**src/rtl/mano_pkg.sv**
```systemverilog
// Shared types and constants for the Mano-style control sequencer.
// Holds the state enum, opcodes, bus source codes and register-reference bit positions.
package mano_pkg;

  typedef enum logic [2:0] {
    FETCH0,
    FETCH1,
    DECODE,
    INDIRECT,
    EXEC0,
    EXEC1,
    REG,
    HALT
  } state_t;

  localparam logic [2:0] OP_AND = 3'b000;
  localparam logic [2:0] OP_ADD = 3'b001;
  localparam logic [2:0] OP_LDA = 3'b010;
  localparam logic [2:0] OP_STA = 3'b011;
  localparam logic [2:0] OP_BUN = 3'b100;
  localparam logic [2:0] OP_REG = 3'b111;

  localparam logic [2:0] BUS_NONE = 3'd0;
  localparam logic [2:0] BUS_AR   = 3'd1;
  localparam logic [2:0] BUS_PC   = 3'd2;
  localparam logic [2:0] BUS_DR   = 3'd3;
  localparam logic [2:0] BUS_AC   = 3'd4;
  localparam logic [2:0] BUS_IR   = 3'd5;
  localparam logic [2:0] BUS_MEM  = 3'd7;

  localparam int REG_CLA = 3;
  localparam int REG_CMA = 2;
  localparam int REG_CME = 1;
  localparam int REG_HLT = 0;

  function automatic logic [2:0] tCountNext(input logic [2:0] cur);
    return (cur == 3'd7) ? 3'd7 : cur + 3'd1;
  endfunction

endpackage

```
**src/rtl/mano_opdecode.sv**
```systemverilog
// Combinational instruction classifier: maps the I bit and opcode to one-hot class flags.
module mano_opdecode
  import mano_pkg::*;
(
  input  logic [3:0] i_opField,
  output logic       o_isAnd,
  output logic       o_isAdd,
  output logic       o_isLda,
  output logic       o_isSta,
  output logic       o_isBun,
  output logic       o_isReg,
  output logic       o_isNop
);

  logic       w_indirect;
  logic [2:0] w_opcode;

  assign w_indirect = i_opField[3];
  assign w_opcode   = i_opField[2:0];

  always_comb begin
    o_isAnd = 1'b0;
    o_isAdd = 1'b0;
    o_isLda = 1'b0;
    o_isSta = 1'b0;
    o_isBun = 1'b0;
    o_isReg = 1'b0;
    o_isNop = 1'b0;
    case (w_opcode)
      OP_AND:  o_isAnd = 1'b1;
      OP_ADD:  o_isAdd = 1'b1;
      OP_LDA:  o_isLda = 1'b1;
      OP_STA:  o_isSta = 1'b1;
      OP_BUN:  o_isBun = 1'b1;
      // Opcode 111 is only register-reference when the I bit is clear.
      OP_REG: begin
        if (!w_indirect) o_isReg = 1'b1;
        else             o_isNop = 1'b1;
      end
      default: o_isNop = 1'b1;
    endcase
  end

endmodule

```
**src/rtl/mano_control_unit.sv**
```systemverilog
// Fetch/decode/execute sequencer driving every datapath strobe of the 8-bit Mano machine.
// Outputs decode from the registered state plus ir; ack-gated strobes fire only in the ack cycle.
module mano_control_unit
  import mano_pkg::*;
(
  input  logic       clk,
  input  logic       rst_n,
  input  logic [7:0] ir,
  input  logic       mem_ack,
  output logic       mem_req,
  output logic       mem_we,
  output logic [2:0] bus_sel,
  output logic       ar_ld,
  output logic       pc_ld,
  output logic       pc_inc,
  output logic       ir_ld,
  output logic       dr_ld,
  output logic       ac_ld,
  output logic       alu_and,
  output logic       alu_add,
  output logic       alu_lda,
  output logic       alu_com,
  output logic       e_ld,
  output logic       e_clr,
  output logic       e_com,
  output logic       halted,
  output logic [2:0] t_count
);

  state_t     r_state;
  state_t     w_nextState;
  logic [2:0] r_tCount;
  logic       w_isAnd, w_isAdd, w_isLda, w_isSta, w_isBun, w_isReg, w_isNop;

  mano_opdecode u_opdecode (
    .i_opField (ir[7:4]),
    .o_isAnd   (w_isAnd),
    .o_isAdd   (w_isAdd),
    .o_isLda   (w_isLda),
    .o_isSta   (w_isSta),
    .o_isBun   (w_isBun),
    .o_isReg   (w_isReg),
    .o_isNop   (w_isNop)
  );

  // mem_ack is only consulted in states that hold mem_req high.
  always_comb begin
    w_nextState = r_state;
    case (r_state)
      FETCH0:   w_nextState = FETCH1;
      FETCH1:   if (mem_ack) w_nextState = DECODE;
      DECODE: begin
        if (w_isNop)      w_nextState = FETCH0;
        else if (w_isReg) w_nextState = REG;
        else if (ir[7])   w_nextState = INDIRECT;
        else              w_nextState = EXEC0;
      end
      INDIRECT: if (mem_ack) w_nextState = EXEC0;
      EXEC0: begin
        if (w_isBun)      w_nextState = FETCH0;
        else if (mem_ack) w_nextState = w_isSta ? FETCH0 : EXEC1;
      end
      EXEC1:    w_nextState = FETCH0;
      REG:      w_nextState = ir[REG_HLT] ? HALT : FETCH0;
      HALT:     w_nextState = HALT;
      default:  w_nextState = FETCH0;
    endcase
  end

  always_ff @(posedge clk) begin
    if (!rst_n) begin
      r_state  <= FETCH0;
      r_tCount <= 3'd0;
    end else begin
      r_state <= w_nextState;
      if (w_nextState == FETCH0)       r_tCount <= 3'd0;
      else if (w_nextState != r_state) r_tCount <= tCountNext(r_tCount);
    end
  end

  // Reset gates every output low combinationally so a mid-wait reset never leaks a load strobe.
  always_comb begin
    mem_req = 1'b0;
    mem_we  = 1'b0;
    bus_sel = BUS_NONE;
    ar_ld   = 1'b0;
    pc_ld   = 1'b0;
    pc_inc  = 1'b0;
    ir_ld   = 1'b0;
    dr_ld   = 1'b0;
    ac_ld   = 1'b0;
    alu_and = 1'b0;
    alu_add = 1'b0;
    alu_lda = 1'b0;
    alu_com = 1'b0;
    e_ld    = 1'b0;
    e_clr   = 1'b0;
    e_com   = 1'b0;
    halted  = 1'b0;
    t_count = 3'd0;
    if (rst_n) begin
      t_count = r_tCount;
      case (r_state)
        FETCH0: begin
          bus_sel = BUS_PC;
          ar_ld   = 1'b1;
        end
        FETCH1: begin
          mem_req = 1'b1;
          bus_sel = BUS_MEM;
          ir_ld   = mem_ack;
          pc_inc  = mem_ack;
        end
        DECODE: begin
          bus_sel = BUS_IR;
          ar_ld   = 1'b1;
        end
        INDIRECT: begin
          mem_req = 1'b1;
          bus_sel = BUS_MEM;
          ar_ld   = mem_ack;
        end
        EXEC0: begin
          if (w_isBun) begin
            bus_sel = BUS_AR;
            pc_ld   = 1'b1;
          end else if (w_isSta) begin
            mem_req = 1'b1;
            mem_we  = 1'b1;
            bus_sel = BUS_AC;
          end else begin
            mem_req = 1'b1;
            bus_sel = BUS_MEM;
            dr_ld   = mem_ack;
          end
        end
        EXEC1: begin
          alu_and = w_isAnd;
          alu_add = w_isAdd;
          alu_lda = w_isLda;
          e_ld    = w_isAdd;
          ac_ld   = 1'b1;
        end
        // CLA loads AC with no ALU select (zero result) and so wins over CMA.
        REG: begin
          ac_ld   = ir[REG_CLA] | ir[REG_CMA];
          alu_com = ir[REG_CMA] & ~ir[REG_CLA];
          e_com   = ir[REG_CME];
        end
        HALT:    halted = 1'b1;
        default: halted = 1'b0;
      endcase
    end
  end

endmodule

```
**config.mk**
```make
export PLATFORM = sky130hd
export DESIGN_NAME = mano_control_unit
export DESIGN_NICKNAME = d
export VERILOG_FILES = /design/src/rtl/mano_pkg.sv /design/src/rtl/mano_opdecode.sv /design/src/rtl/mano_control_unit.sv
export SDC_FILE = /design/constraint.sdc
export NUM_CORES = 1
export LEC_CHECK = 0
export CAP_MARGIN = 20
export CORE_MARGIN = 2
export CORE_UTILIZATION = 45
export DETAILED_ROUTE_END_ITERATION = 8
export MAX_ROUTING_LAYER = met4
export PLACE_DENSITY = 0.86
export SYNTH_ARGS = -nofsm -noshare
export SYNTH_HDL_FRONTEND = slang
export SYNTH_SLANG_ARGS = --single-unit
```
**constraint.sdc**
```tcl
create_clock -name clk -period 5.25 [get_ports clk]
set_clock_uncertainty 0.2 [all_clocks]
set_input_delay 0.7875 -clock clk [delete_from_list [all_inputs] [get_ports clk]]
set_output_delay 0.7875 -clock clk [all_outputs]
set_load 0.05 [all_outputs]
```
==> reports/results.tsv <==
stage	metric	value	unit
run_status	status	completed	
global_route	grt_max_degree	18	
floorplan	rows	15	
timing	rsz0062_at_grt	no	
timing	finalSetupViolCount	0	
synthesis	synthCells	107	
timing	post-route-min-period	4200	ps
global_route	grt_pass1_wl	3320	µm
routing	wl	2040	µm
setup_path	arrival	3220	ps
clocking	cts_tree	done	
pwr	power_density	207	nW/µm²
pwr	p_seq_share	29.0	%
setup_path	cpMaxStageDelayCell	clkdlybuf4s50_1	
synthesis	syn-num-nets	119	
pwr	comb_power_share	52.6	%
synthesis	yosys_warnings	0	
synthesis	synth_area_per_cell	7.30	µm²
routing	initialDrtViolationCount	6	
global_route	grt_pass1_vias	813	
routing	route.met2.wl	1070	µm
routing	final_antenna_net_count	0	
timing	maxSlewViolCount	0	
cells_and_area	mostFrequentLayoutCells	clkdlybuf4s50_1, nand2_1, nor2_1	
hold_path	hp-class	reg2reg	
cells_and_area	syn2layout_area_growth	37.0	%
cells_and_area	finish.net_count	145	
global_route	track_usage	22.4	%
pwr	swShare	43.5	%
synthesis	yosysSeqAreaShare	15.4	%
place	dp_hpwl	1630	µm
floorplan	dieArea	2080	µm²
synthesis	synth-edff-count	0	
synthesis	yosys_most_used_dff	dfxtp_1	
place	globalplace.congestion	0.816	
global_route	antenna_found_initial	0	
job	drv_cap	0	
clocking	clock_latency	240	ps
place	io_buffers	31	
timing	worstMarginPinSlew	603	ps
pwr	p_total	0.222	mW
timing	clock.fmax	238	MHz
setup_path	path_common_cell	clkdlybuf4s50_1	
pwr	p_int	0.125	mW
floorplan	boundaryPins	33	
timing	finalHoldViolations	0	
floorplan	core	1670	µm²
setup_path	critical_path.max_fanout	15	
clocking	cts-root-buf	clkbuf_4	
pwr	leakagePower	0.370	nW
setup_path	required	4260	ps
routing	dr.max_layer_used	met4	
pwr	switching_power	0.0965	mW
timing	finalCritPeriodShare	80.1	%
floorplan	start_util	46.7	%
cells_and_area	drive_gt1_share	8.40	%
setup_path	critPathTopFamily	buffers and inverters	
setup_path	worstSetupStartpointType	input port	
setup_path	crit_type	in2out	
setup_path	worst-path-buf-inv	2	
clocking	cts_setup_buffers	0	
routing	wl_met1	858	µm
pwr	clockPowerShare	18.4	%
global_route	overflow	0	
synthesis	synth-seq-cells	6	
floorplan	die_h	45.7	µm
synthesis	async_reset_ff_share	0	%
routing	vias	855	
routing	route.met3.wl	93	µm
routing	drc	0	
clocking	ctsResizeCount	0	
clocking	clock_sinks	6	
synthesis	syn_area	781	µm²
setup_path	crit_path_end_kind	output pin	
clocking	cts_hold_buf	0	
clocking	clk_path_buf_depth	2	
routing	vias_per_cell	5.78	
cells_and_area	mostFrequentLayoutCell	clkdlybuf4s50_1	
setup_path	critPathMaxStageDelay	850	ps
routing	firstDrtPassIters	4	
cells_and_area	fillers	157	
clocking	numCtsBuffers	3	
floorplan	die_w	45.7	µm
timing	final.setup.tns	0	ps
synthesis	synth.distinct_cells	45	
clocking	cts.htree.levels	1	
timing	relSlewSlack	59.7	%
setup_path	crit_chain	clkdlybuf4s50_1 -> nand2b_1 -> or3_1 -> nor3b_1 -> clkdlybuf4s50_1	
routing	wl_per_cell	13.8	µm
pwr	ir_drop	0.000171	V
cells_and_area	diodes	0	
clocking	clk_pin_slew	40	ps
==> layout make-up <==
type | count | area [µm²] | share of cell area [%]
tap | 17 | 21.3 | 1.99
timing repair buffer | 31 | 310 | 29.0
sequential | 6 | 120 | 11.2
inverter | 3 | 11.3 | 1.05
multi-input combinational | 88 | 584 | 54.6
clock buffer | 3 | 22.5 | 2.11
==> tightest hold or removal path: cells and delay by family, from the launching register on <==
kind	cells	cell delay (ps)
and+or+nand+nor	2	190
DFF	1	340
==> cell families after synthesis <==
kind of cell / share of synthesized area, %
DFF: 15.4
xor gates and xnor gates: 2.24
adders and majority gates: 1.60
buffers and inverters: 9.77
and+or+nand+nor: 45.5
other: 0.480
AOI/OAI and AO/OA: 25.0
==> routing by layer <==
layer | up-vias | GRT usage (%)
li1 | 435 | -
met1 | 399 | 22.8
met2 | 19 | 42.0
met3 | 2 | 3.97
met4 | 0 | 7.65
met5 | - | -
==> cell usage after synthesis, types with 2 or more instances <==
cell,instances,share of area [%]
o22ai_1,2,1.6
a21boi_0,4,3.8
buf_6,2,2.9
nor3_2,2,2.6
o311a_1,2,2.6
buf_4,3,2.9
o21ai_0,4,2.6
inv_1,2,0.96
nand2_1,11,5.3
or3b_1,2,2.2
clkbuf_1,4,1.9
nand2b_1,2,1.6
nor3_1,3,1.9
nor2_1,9,4.3
dfxtp_1,6,15
nor4_1,3,2.4
nor3b_1,3,2.9
or3_1,4,3.2
or2b_1,3,2.9
and3_1,3,2.4
and2_1,5,4.0
a21oi_1,4,2.6
nand3_1,2,1.3
==> state kept, by name, indices dropped and copies added, names as in the netlist <==
name / cells
r_tCount: 3
r_state: 3
==> path summary, 6_finish.rpt <==
check | from | to | slack [ps] | cells past startpoint
min reg2reg | r_tCount[2] | r_tCount[2] | 370 | 2
max | rst_n | e_ld | 1050 | 5
min | r_tCount[2] | r_tCount[2] | 370 | 2
max reg2reg | r_state[0] | r_tCount[1] | 2870 | 5
==> power by group through the flow <==
stage,combinational (mW),sequential (mW),clock [mW]
final,0.117,0.0644,0.0408
after global routing,0.126,0.0657,0.0449
after CTS,0.117,0.0639,0.0435
after detailed placement,0.117,0.0648,0
after global placement,0.113,0.0642,0
after floorplan,0.0909,0.0583,0
==> through the flow <==
stage	instance area, µm²	cells	hold slack, ps	setup WS [ps]	util, %
after floorplan	781	107	325	1460	-
after global placement	1050	145	352	1130	62.7
after detailed placement	1050	145	371	1060	62.7
after CTS	1070	148	376	1050	64.0
after global routing	1070	148	412	919	64.0
final	1070	148	370	1050	64.0
Note: power is estimated with default switching activity, not from simulation.
